$ cat src/rtl/move_sequencer_pkg.sv
// Purpose: shared encodings for the Connect-4 turn controller, winner detector and status display.
// Latency: n/a (types, constants and a pure index function only).
// Backpressure: n/a.
package move_sequencer_pkg;

    // Game status encodings, also decoded by the detector and display blocks.
    localparam logic [1:0] STATUS_PLAYING = 2'b00;
    localparam logic [1:0] STATUS_P1      = 2'b01;
    localparam logic [1:0] STATUS_P2      = 2'b10;
    localparam logic [1:0] STATUS_DRAW    = 2'b11;

    typedef enum logic [2:0] {
        ST_IDLE,
        ST_VALIDATE,
        ST_PLACE,
        ST_CHECK,
        ST_NEXT,
        ST_OVER
    } state_t;

    // Flat board index; row 0 is the bottom row.
    function automatic int cell_index(input int row, input int col, input int cols);
        return row * cols + col;
    endfunction

endpackage

$ cat src/rtl/move_sequencer_btn_edge_sync.sv
// Purpose: 2-flop synchronizer for an asynchronous push-button plus a one-cycle rising-edge pulse.
// Latency: pulse appears 2 cycles after the button is first sampled high.
// Backpressure: none; the pulse is single-cycle and is not held.
// Ports: clk/reset (sync, active-high), btn (async raw input), rise (one-cycle pulse).
module move_sequencer_btn_edge_sync (
    input  logic clk,
    input  logic reset,
    input  logic btn,
    output logic rise
);

    logic sync1_q, sync2_q, prev_q;
    logic sync1_d, sync2_d, prev_d;

    always_comb begin
        sync1_d = btn;
        sync2_d = sync1_q;
        prev_d  = sync2_q;
    end

    always_ff @(posedge clk) begin
        if (reset) begin
            sync1_q <= 1'b0;
            sync2_q <= 1'b0;
            prev_q  <= 1'b0;
        end else begin
            sync1_q <= sync1_d;
            sync2_q <= sync2_d;
            prev_q  <= prev_d;
        end
    end

    assign rise = sync2_q & ~prev_q;

endmodule

$ cat src/rtl/move_sequencer.sv
// Purpose: Connect-4 turn controller; validates a column drop, updates the board, handshakes with the winner detector.
// Latency: btn edge to check_req is 5 cycles; minimum turn is 7 cycles with a same-cycle check_done.
// Backpressure: button edges outside IDLE are dropped, not queued; a silent detector times out after CHECK_TIMEOUT cycles.
// Ports: clk, reset (sync, active-high); btn, col_sel in; occupied/owner/player board state out;
//        check_req/last_cell out and check_done/check_win in to the detector; status/illegal/busy out.
module move_sequencer
    import move_sequencer_pkg::*;
#(
    parameter int COLS          = 4,
    parameter int ROWS          = 4,
    parameter int CHECK_TIMEOUT = 15
) (
    input  logic                               clk,
    input  logic                               reset,
    input  logic                               btn,
    input  logic [COLS-1:0]                    col_sel,
    output logic [COLS*ROWS-1:0]               occupied,
    output logic [COLS*ROWS-1:0]               owner,
    output logic                               player,
    output logic                               check_req,
    output logic [$clog2(COLS*ROWS)-1:0]       last_cell,
    input  logic                               check_done,
    input  logic                               check_win,
    output logic [1:0]                         status,
    output logic                               illegal,
    output logic                               busy
);

    localparam int CELLS  = COLS * ROWS;
    localparam int CELL_W = $clog2(CELLS);
    localparam int COL_W  = (COLS > 1) ? $clog2(COLS) : 1;
    localparam int HGT_W  = $clog2(ROWS + 1);
    localparam int MOV_W  = $clog2(CELLS + 1);
    localparam int TMR_W  = $clog2(CHECK_TIMEOUT + 1);

    logic btn_rise;

    move_sequencer_btn_edge_sync u_btn_sync (
        .clk   (clk),
        .reset (reset),
        .btn   (btn),
        .rise  (btn_rise)
    );

    state_t                        state_q,     state_d;
    logic [CELLS-1:0]              occupied_q,  occupied_d;
    logic [CELLS-1:0]              owner_q,     owner_d;
    logic                          player_q,    player_d;
    logic [1:0]                    status_q,    status_d;
    logic                          check_req_q, check_req_d;
    logic                          illegal_q,   illegal_d;
    logic                          busy_q,      busy_d;
    logic [CELL_W-1:0]             last_cell_q, last_cell_d;
    logic [COLS-1:0][HGT_W-1:0]    height_q,    height_d;
    logic [MOV_W-1:0]              moves_q,     moves_d;
    logic [COLS-1:0]               col_sel_q,   col_sel_d;
    logic [COL_W-1:0]              col_idx_q,   col_idx_d;
    logic [TMR_W-1:0]              timer_q,     timer_d;

    logic [COL_W-1:0]              sel_idx;
    logic [CELL_W-1:0]             place_idx;

    // Column number of the (registered) switch pattern; only meaningful when one-hot.
    always_comb begin
        sel_idx = '0;
        for (int i = 0; i < COLS; i++) begin
            if (col_sel_q[i]) sel_idx = COL_W'(i);
        end
    end

    // Target cell sits on top of the column's current stack.
    assign place_idx = CELL_W'(cell_index(int'(height_q[col_idx_q]), int'(col_idx_q), COLS));

    always_comb begin
        state_d     = state_q;
        occupied_d  = occupied_q;
        owner_d     = owner_q;
        player_d    = player_q;
        status_d    = status_q;
        check_req_d = 1'b0;
        illegal_d   = 1'b0;
        last_cell_d = last_cell_q;
        height_d    = height_q;
        moves_d     = moves_q;
        col_sel_d   = col_sel_q;
        col_idx_d   = col_idx_q;
        timer_d     = timer_q;

        case (state_q)
            ST_IDLE: begin
                if (btn_rise) begin
                    col_sel_d = col_sel;
                    state_d   = ST_VALIDATE;
                end
            end
            ST_VALIDATE: begin
                col_idx_d = sel_idx;
                if ($onehot(col_sel_q) && (height_q[sel_idx] < HGT_W'(ROWS))) begin
                    state_d = ST_PLACE;
                end else begin
                    illegal_d = 1'b1;
                    state_d   = ST_IDLE;
                end
            end
            ST_PLACE: begin
                occupied_d[place_idx] = 1'b1;
                owner_d[place_idx]    = player_q;
                if (height_q[col_idx_q] < HGT_W'(ROWS)) begin
                    height_d[col_idx_q] = height_q[col_idx_q] + 1'b1;
                end
                moves_d     = moves_q + 1'b1;
                last_cell_d = place_idx;
                timer_d     = '0;
                check_req_d = 1'b1;
                state_d     = ST_CHECK;
            end
            ST_CHECK: begin
                if (check_done) begin
                    if (check_win) begin
                        status_d = player_q ? STATUS_P2 : STATUS_P1;
                        state_d  = ST_OVER;
                    end else begin
                        state_d = ST_NEXT;
                    end
                end else if (timer_q == TMR_W'(CHECK_TIMEOUT - 1)) begin
                    // Detector silent: treat the move as non-winning.
                    state_d = ST_NEXT;
                end else begin
                    timer_d = timer_q + 1'b1;
                end
            end
            ST_NEXT: begin
                if (moves_q == MOV_W'(CELLS)) begin
                    status_d = STATUS_DRAW;
                    state_d  = ST_OVER;
                end else begin
                    player_d = ~player_q;
                    state_d  = ST_IDLE;
                end
            end
            ST_OVER: begin
                state_d = ST_OVER;
            end
            default: begin
                state_d = ST_IDLE;
            end
        endcase

        busy_d = (state_d != ST_IDLE) && (state_d != ST_OVER);
    end

    always_ff @(posedge clk) begin
        if (reset) begin
            state_q     <= ST_IDLE;
            occupied_q  <= '0;
            owner_q     <= '0;
            player_q    <= 1'b0;
            status_q    <= STATUS_PLAYING;
            check_req_q <= 1'b0;
            illegal_q   <= 1'b0;
            busy_q      <= 1'b0;
            last_cell_q <= '0;
            height_q    <= '0;
            moves_q     <= '0;
            col_sel_q   <= '0;
            col_idx_q   <= '0;
            timer_q     <= '0;
        end else begin
            state_q     <= state_d;
            occupied_q  <= occupied_d;
            owner_q     <= owner_d;
            player_q    <= player_d;
            status_q    <= status_d;
            check_req_q <= check_req_d;
            illegal_q   <= illegal_d;
            busy_q      <= busy_d;
            last_cell_q <= last_cell_d;
            height_q    <= height_d;
            moves_q     <= moves_d;
            col_sel_q   <= col_sel_d;
            col_idx_q   <= col_idx_d;
            timer_q     <= timer_d;
        end
    end

    assign occupied  = occupied_q;
    assign owner     = owner_q;
    assign player    = player_q;
    assign status    = status_q;
    assign check_req = check_req_q;
    assign illegal   = illegal_q;
    assign busy      = busy_q;
    assign last_cell = last_cell_q;

endmodule
$ cat config.mk
export PLATFORM = sky130hd
export DESIGN_NAME = move_sequencer
export DESIGN_NICKNAME = d
export VERILOG_FILES = /design/src/rtl/move_sequencer_pkg.sv /design/src/rtl/move_sequencer_btn_edge_sync.sv /design/src/rtl/move_sequencer.sv
export SDC_FILE = /design/constraint.sdc
export NUM_CORES = 1
export LEC_CHECK = 0
export ABC_AREA = 1
export CORE_AREA = 2 2 99 101
export CTS_CLUSTER_SIZE = 14
export DETAILED_ROUTE_END_ITERATION = 12
export DIE_AREA = 0 0 101 103
export PLACE_DENSITY = 0.61
export SYNTH_ARGS = -nofsm -noshare
export SYNTH_HDL_FRONTEND = slang
export SYNTH_SLANG_ARGS = --single-unit
$ cat constraint.sdc
create_clock -name clk -period 5.1 [get_ports clk]
set_input_delay 0.51 -clock clk [delete_from_list [all_inputs] [get_ports clk]]
set_output_delay 0.51 -clock clk [all_outputs]
set_load 0.03 [all_outputs]
==> Word-level counts from Yosys, hierarchy flattened <==
Cells that the tools add are included.
{ "word_totals": {"mem_bits_ro": 0, "ff_bits": 75, "output_inout_bits": 42, "latchBits": 0, "mem_bits_rw": 0, "n_memories": 0} }
{ "classes": {"n_lt_le_gt_ge": 7, "multipliers": 0, "div": 0, "muxes": 30, "shifts": 0, "bitwise_logic": 6, "n_addsub": 7, "n_eq_ne": 14, "reduce_logical": 14} }
{ "op_table": {"columns": ["cell", "count"], "rows": [
  ["3-bit 2-to-1 mux", 7],
  ["3-bit one-hot mux with 6 select lines", 1],
  ["16-bit bitwise mux", 1],
  ["16-bit bitwise OR", 1],
  ["2-bit 2-to-1 mux", 7],
  ["3-bit binary-select mux with 2-bit select", 2],
  ["12-bit bitwise mux", 1],
  ["2-bit != test (second input constant)", 5],
  ["4-bit 2-to-1 mux", 2],
  ["4-bit one-hot mux with 2 select lines", 1],
  ["3-bit demux with 2-bit select", 1],
  ["3-bit by 1-bit == test with 1-bit output (second input constant)", 2],
  ["3-bit by 2-bit == test with 1-bit output (second input constant)", 2],
  ["3-bit == test (second input constant)", 2],
  ["2-bit by 3-bit less-than comparator with 1-bit output (second input constant)", 2],
  ["3-bit less-than comparator (second input constant)", 2],
  ["2-bit AND reduction", 3],
  ["5-bit by 1-bit adder with 5-bit output (second input constant)", 1],
  ["5-bit == test (second input constant)", 1],
  ["4-bit by 5-bit less-than comparator with 1-bit output (second input constant)", 1],
  ["1-bit 2-to-1 mux", 5],
  ["1-bit by 1-bit adder with 2-bit output", 2],
  ["4-bit by 1-bit adder with 4-bit output (second input constant)", 1],
  ["4-bit by 2-bit adder with 4-bit output", 1],
  ["17 further kinds", 24]
]} }

==> Depth between registers and ports, before layout <==
{ "logic_depth": {"ltp_word": 11, "ltp_mapped": 14} }

==> Hierarchy <==
A second synthesis with hierarchy kept.
{ "unflattened": {"hier_cells": 400, "area_unflattened_um2": 3024.2} }
{ "by_module_without_submodules": {"columns": ["mod", "area_per_inst_um2", "n_inst", "seq_area_each_um2", "cells_each"], "rows": [
  ["move_sequencer", 2937.8, 1, 1441.4, 390],
  ["move_sequencer_btn_edge_sync", 86.3, 1, 60.1, 10]
]} }

==> Worst setup path before layout <==
Ideal clock, no wire load.
{ "synth_path": {"path_type": "register to register", "startpoint": "reg col_sel_q[3]", "endpoint": "reg busy_q (netlist: busy)", "path_slack_ns": 3.186, "path_stages_with_launch": 11, "n_path_buf": 0, "setup_ns": 0.059, "arrival_ns": 1.855, "period_less_slack_ns": 1.914, "cell_sequence": "dfxtp_1 inv_1 fa_1 inv_1 ha_1 ha_1 nor3b_1 nand4_1 nand2_1 nand2_1 nand2_1"} }
{ "synth_via": {"elab_chain_len": 9, "word_cells_on_any_way": 13, "classes_between": "add/sub: 2; order compare: 1; eq/ne: 2; mux: 5; reduce/logical: 3"} }
{ "synth_lines": {"columns": ["item", "line", "text"], "rows": [
  ["start, declared", "move_sequencer.sv:56", "logic [COLS-1:0] col_sel_q, col_sel_d;"],
  ["start signal, assigned", "move_sequencer.sv:180", "col_sel_q <= col_sel_d;"],
  ["2-bit 2-to-1 mux", "move_sequencer.sv:67", "if (col_sel_q[i]) sel_idx = COL_W'(i);"],
  ["3-bit binary-select mux with 2-bit select", "move_sequencer.sv:98", "if ($onehot(col_sel_q) && (height_q[sel_idx] < HGT_W'(ROWS))) begin"],
  ["3-bit 2-to-1 mux (not written as such)", "move_sequencer.sv:98", null],
  ["3-bit less-than comparator", "move_sequencer.sv:98", null],
  ["1-bit logical AND (*)", "move_sequencer.sv:98", null],
  ["2-bit 2-to-1 mux (*)", "move_sequencer.sv:98", null],
  ["3-bit one-hot mux with 6 select lines (*)", "move_sequencer.sv:89", "case (state_q)"],
  ["3-bit != test or 3-bit nonzero test (tied branches)", "move_sequencer.sv:149", "busy_d = (state_d != ST_IDLE) && (state_d != ST_OVER);"],
  ["1-bit logical AND (*)", "move_sequencer.sv:149", null],
  ["end signal, assigned", "move_sequencer.sv:176", "busy_q <= busy_d;"],
  ["end, declared", "move_sequencer.sv:52", "logic busy_q, busy_d;"]
]} }
Mark *: on every way between the ends. The rest lies on a longest branch, timed or not. The select of a mux whose other input is x is not followed.
A chain may end at the register's enable or synchronous reset.

==> Final worst setup path <==
{ "layout_path": {"startpoint": "reg col_idx_q[0]", "endpoint": "reg owner_q[15] (netlist: owner[15])"} }
{ "layout_via": {"elab_chain_len": 8, "word_cells_on_any_way": 9, "classes_between": "add/sub: 1; order compare: 2; mux: 5; reduce/logical: 1"} }
{ "layout_lines": {"columns": ["item", "line", "text"], "rows": [
  ["start, declared", "move_sequencer.sv:57", "logic [COL_W-1:0] col_idx_q, col_idx_d;"],
  ["start signal, assigned", "move_sequencer.sv:181", "col_idx_q <= col_idx_d;"],
  ["3-bit binary-select mux with 2-bit select", "move_sequencer.sv:72", "assign place_idx = CELL_W'(cell_index(int'(height_q[col_idx_q]), int'(col_idx_q), COLS));"],
  ["3-bit 2-to-1 mux", null, null],
  ["4-bit by 2-bit adder with 4-bit output (*)", "move_sequencer_pkg.sv:23", "return row * cols + col;"],
  ["named net place_idx[2]", "move_sequencer.sv:61", "logic [CELL_W-1:0] place_idx;"],
  ["4-bit by 5-bit less-than comparator with 1-bit output (not written as such) or 4-bit by 1-bit >= comparator with 1-bit output (tied branches)", "move_sequencer.sv:107", "owner_d[place_idx] = player_q;"],
  ["1-bit logical AND (not written as such)", "move_sequencer.sv:107", null],
  ["1-bit 2-to-1 mux (not written as such)", "move_sequencer.sv:107", null],
  ["1-bit demux with 4-bit select (*)", "move_sequencer.sv:107", null],
  ["16-bit bitwise mux (*)", "move_sequencer.sv:107", null],
  ["end signal, assigned", "move_sequencer.sv:171", "owner_q <= owner_d;"],
  ["end, declared", "move_sequencer.sv:47", "logic [CELLS-1:0] owner_q, owner_d;"]
]} }
Mark *: on every way through the listed nets, which the timed path passes. The rest lies on a longest branch. The select of a mux whose other input is x is not followed.

==> results.md <==
- Worst setup EP type: flip-flop
- Nets: 494
- HPWL Detailed: 5280 um
- Unrepaired setup endpoints after global routing: no
- Clock Tree Root: clkbuf_8
- Worst-Skew Late Latency: 0.36 ns
- Post-synthesis xor/xnor area fraction: 0.545%
- Largest family of logic cells by synthesized area: simple AND/OR/NAND/NOR gates
- Worst Hold Class: flip-flop to flip-flop
- Total CTS buffers: 9
- Clk_skew: 0.0125 ns
- Bufs on Longest Clock Path: 2
- WP data arrival: 2.72 ns
- Iter 0 DRT Violations: 86
- Cell area after layout: 4040 um^2
- Via Count: 2756
- Initial Utilization: 34.0%
- Post-cts resize count: 0
- Die width: 101 um
- Filler cell count: 969
- Power per cell area: 295 nW/um^2
- Clock Sinks: 75
- Slew Limit Fails: 0
- Post-synth ARST share: 0%
- Setup Fix Bufs, Post-CTS: 0
- YS warnings: 0
- Post-Syn Area: 3210 um^2
- Fmax: 0.410 GHz
- Synth Area in Simple Gates: 28.4%
- Relative slew slack: 39.6%
- Syn Nets: 442
- Slew @ Worst Pin: 0.905 ns
- Final cycle utilization of the critical path: 47.8%
- Height of the die: 103 um
- Peak supply drop: 0.184 mV
- Sequential area share after synthesis: 46.7%
- Core box area: 9460 um^2
- Endpoints failing hold: 0
- Post-synthesis mux area share: 0%
- Final TNS setup: 0 ns
- Min cycle time layout: 2.44 ns
- DRT Pass-1 Iters: 4
- Outcome: complete, no violations
- Crit Path Category: flip-flop to flip-flop
- Dpl cell area: 3810 um^2
- Adder-cell share of the synthesized area: 4.52%
- CTS Hold Bufs: 0
- # rows: 36
- Post-synth EDFFs: 0
- Max Fanout on Critical Path: 8
- Ports: 51
- First-pass GRT wire length: 12400 um
- Share of cells above drive strength 1: 10.2%
- DRC viols: 0
- Cells after synthesis: 422
- Max cap viols: 0
- Synth unique cells: 34
- Top FF cell, synth: dfxtp_1
- Largest net degree at the start of global routing: 39
- DR WL/cell: 12.4 um
- Gr ovfl total: 0
- Detail Route Antenna Nets: 0
- Final WL: 7380 um
- Avg Cell Area, Syn: 7.62 um^2
- Synth-to-layout area growth: 25.7%
- Vias per Instance: 4.65
- Initial antenna violation count: 0
- Antenna fix cells: 0
- Port buffer count: 50
- Yosys reg bits: 75
- CP Launch Type: flip-flop
- Gp weighted congestion: 0.747
- All-Layer GR Usage: 15.1%
- Vias in the first global route: 2639
- Reg clk slew, reported paths: 0.09 ns
- Final setup viols: 0
- CTS tree: done
- H-tree levels: 3
- Compound-Gate Fraction of Synth Area: 11.1%
- WHS: 0.394 ns
- Pleak: 1.70 nW
- Die area: 10400 um^2
- Worst EP required: 5.38 ns
Yosys cell counts (4+ instances only):
library cell / count / area (um^2)
nand2_1: 77 / 289
dfxtp_1: 75 / 1500
nor2_1: 70 / 263
inv_1: 50 / 188
a21oi_1: 39 / 195
o21ai_0: 22 / 110
nand3_1: 14 / 70.1
ha_1: 10 / 125
nor2_2: 8 / 50.1
clkbuf_1: 6 / 22.5
inv_2: 6 / 22.5
nor3_1: 6 / 30.0
nand2_2: 4 / 25.0
nand2_4: 4 / 45.0
layer usage:
layer  wire, um  GRT usage, %  vias to the layer above
met1       3510          18.6                     1263
met5          0             0                        -
li1           -             -                     1428
met3        306          4.95                       10
met4         90          4.26                        0
met2       3470          25.5                       55
per-stage QoR:
| step | total power [mW] | instances | util [%] | setup WS [ns] |
|---|---|---|---|---|
| after floorplan | 0.656 | 422 | - | 3.19 |
| after detailed placement | 0.677 | 577 | 40.3 | 2.73 |
| after global placement | 0.675 | 577 | 40.3 | 2.77 |
| final | 1.19 | 593 | 42.7 | 2.66 |
| after global routing | 1.25 | 593 | 42.7 | 2.39 |
| after CTS | 1.20 | 593 | 42.7 | 2.68 |
cells in the final DEF, fill, tap and decap left out, types with 2 or more instances in the layout:
cell,netlist,final
nand2_1,77,77
o21ai_1,2,2
xor2_1,2,2
bufinv_16,0,2
nor3_1,6,6
ha_1,10,10
a211oi_1,2,2
clkdlybuf4s50_1,0,50
a21oi_1,39,39
nand2_4,4,4
clkbuf_8,0,9
o21ai_0,22,22
inv_2,6,6
nand4_1,3,3
nor2_1,70,70
nand2_2,4,4
nor2_4,3,3
dfxtp_1,75,75
inv_1,50,50
a31oi_1,2,2
inv_4,2,2
nor2_2,8,8
inv_6,0,3
nand3_1,14,14
nor3b_1,2,2
critical path, stage by stage (launching register included):
cell     delay [ns]
dfxtp_1        0.66
nand2_2        0.18
inv_2          0.19
nand2_1        0.07
nand2_1        0.10
nor2_4         0.07
inv_2          0.09
ha_1           0.17
inv_1          0.09
nor3_1         0.43
o21ai_0        0.16
a21oi_1        0.16
final cells by class:
class                   count  area [um^2]  share of cell area, %
clock buffers               9          124                   3.07
clock inverters             7          106                   2.63
inverters                  59          226                   5.60
multi-input cells         278         1430                   35.4
flip-flops and latches     75         1500                   37.2
well taps                 114          143                   3.53
repair buffers             51          508                   12.6
path summary, 6_finish.rpt:
check | startpoint | cells after the start | to | slack, ns
worst max-delay path | col_idx_q[0]$_SDFFE_PP0P_ | 11 | owner[15]$_SDFFE_PP0P_ | 2.66
worst min-delay path | u_btn_sync.sync1_q$_SDFF_PP0_ | 2 | u_btn_sync.prev_d$_SDFF_PP0_ | 0.39
worst max register to register | col_idx_q[0]$_SDFFE_PP0P_ | 11 | owner[15]$_SDFFE_PP0P_ | 2.66
worst min register to register | u_btn_sync.sync1_q$_SDFF_PP0_ | 2 | u_btn_sync.prev_d$_SDFF_PP0_ | 0.39
sequential cells by signal, indices dropped and copies added, names as in the netlist, 2 cells and up:
register   cells
status         2
col_sel_q      4
height_q      12
owner         16
moves_q        5
state_q        3
last_cell      4
occupied      16
timer_q        4
col_idx_q      2
kinds of logic (layout without fill, tap and decap cells):
logic type / Yosys count / count (layout)
xor gates and xnor gates: 2 / 2
adders and majority gates: 11 / 11
and+or+nand+nor: 196 / 196
buffers and inverters: 69 / 126
AOI/OAI and AO/OA: 69 / 69
DFF: 75 / 75
power by group:
part / switching [mW] / leakage (nW) / internal (mW)
clock network: 0.244 / 0.117 / 0.285
registers: 0.00568 / 0.605 / 0.591
logic: 0.0428 / 0.975 / 0.0226
Power figures use the tool's default switching activity.
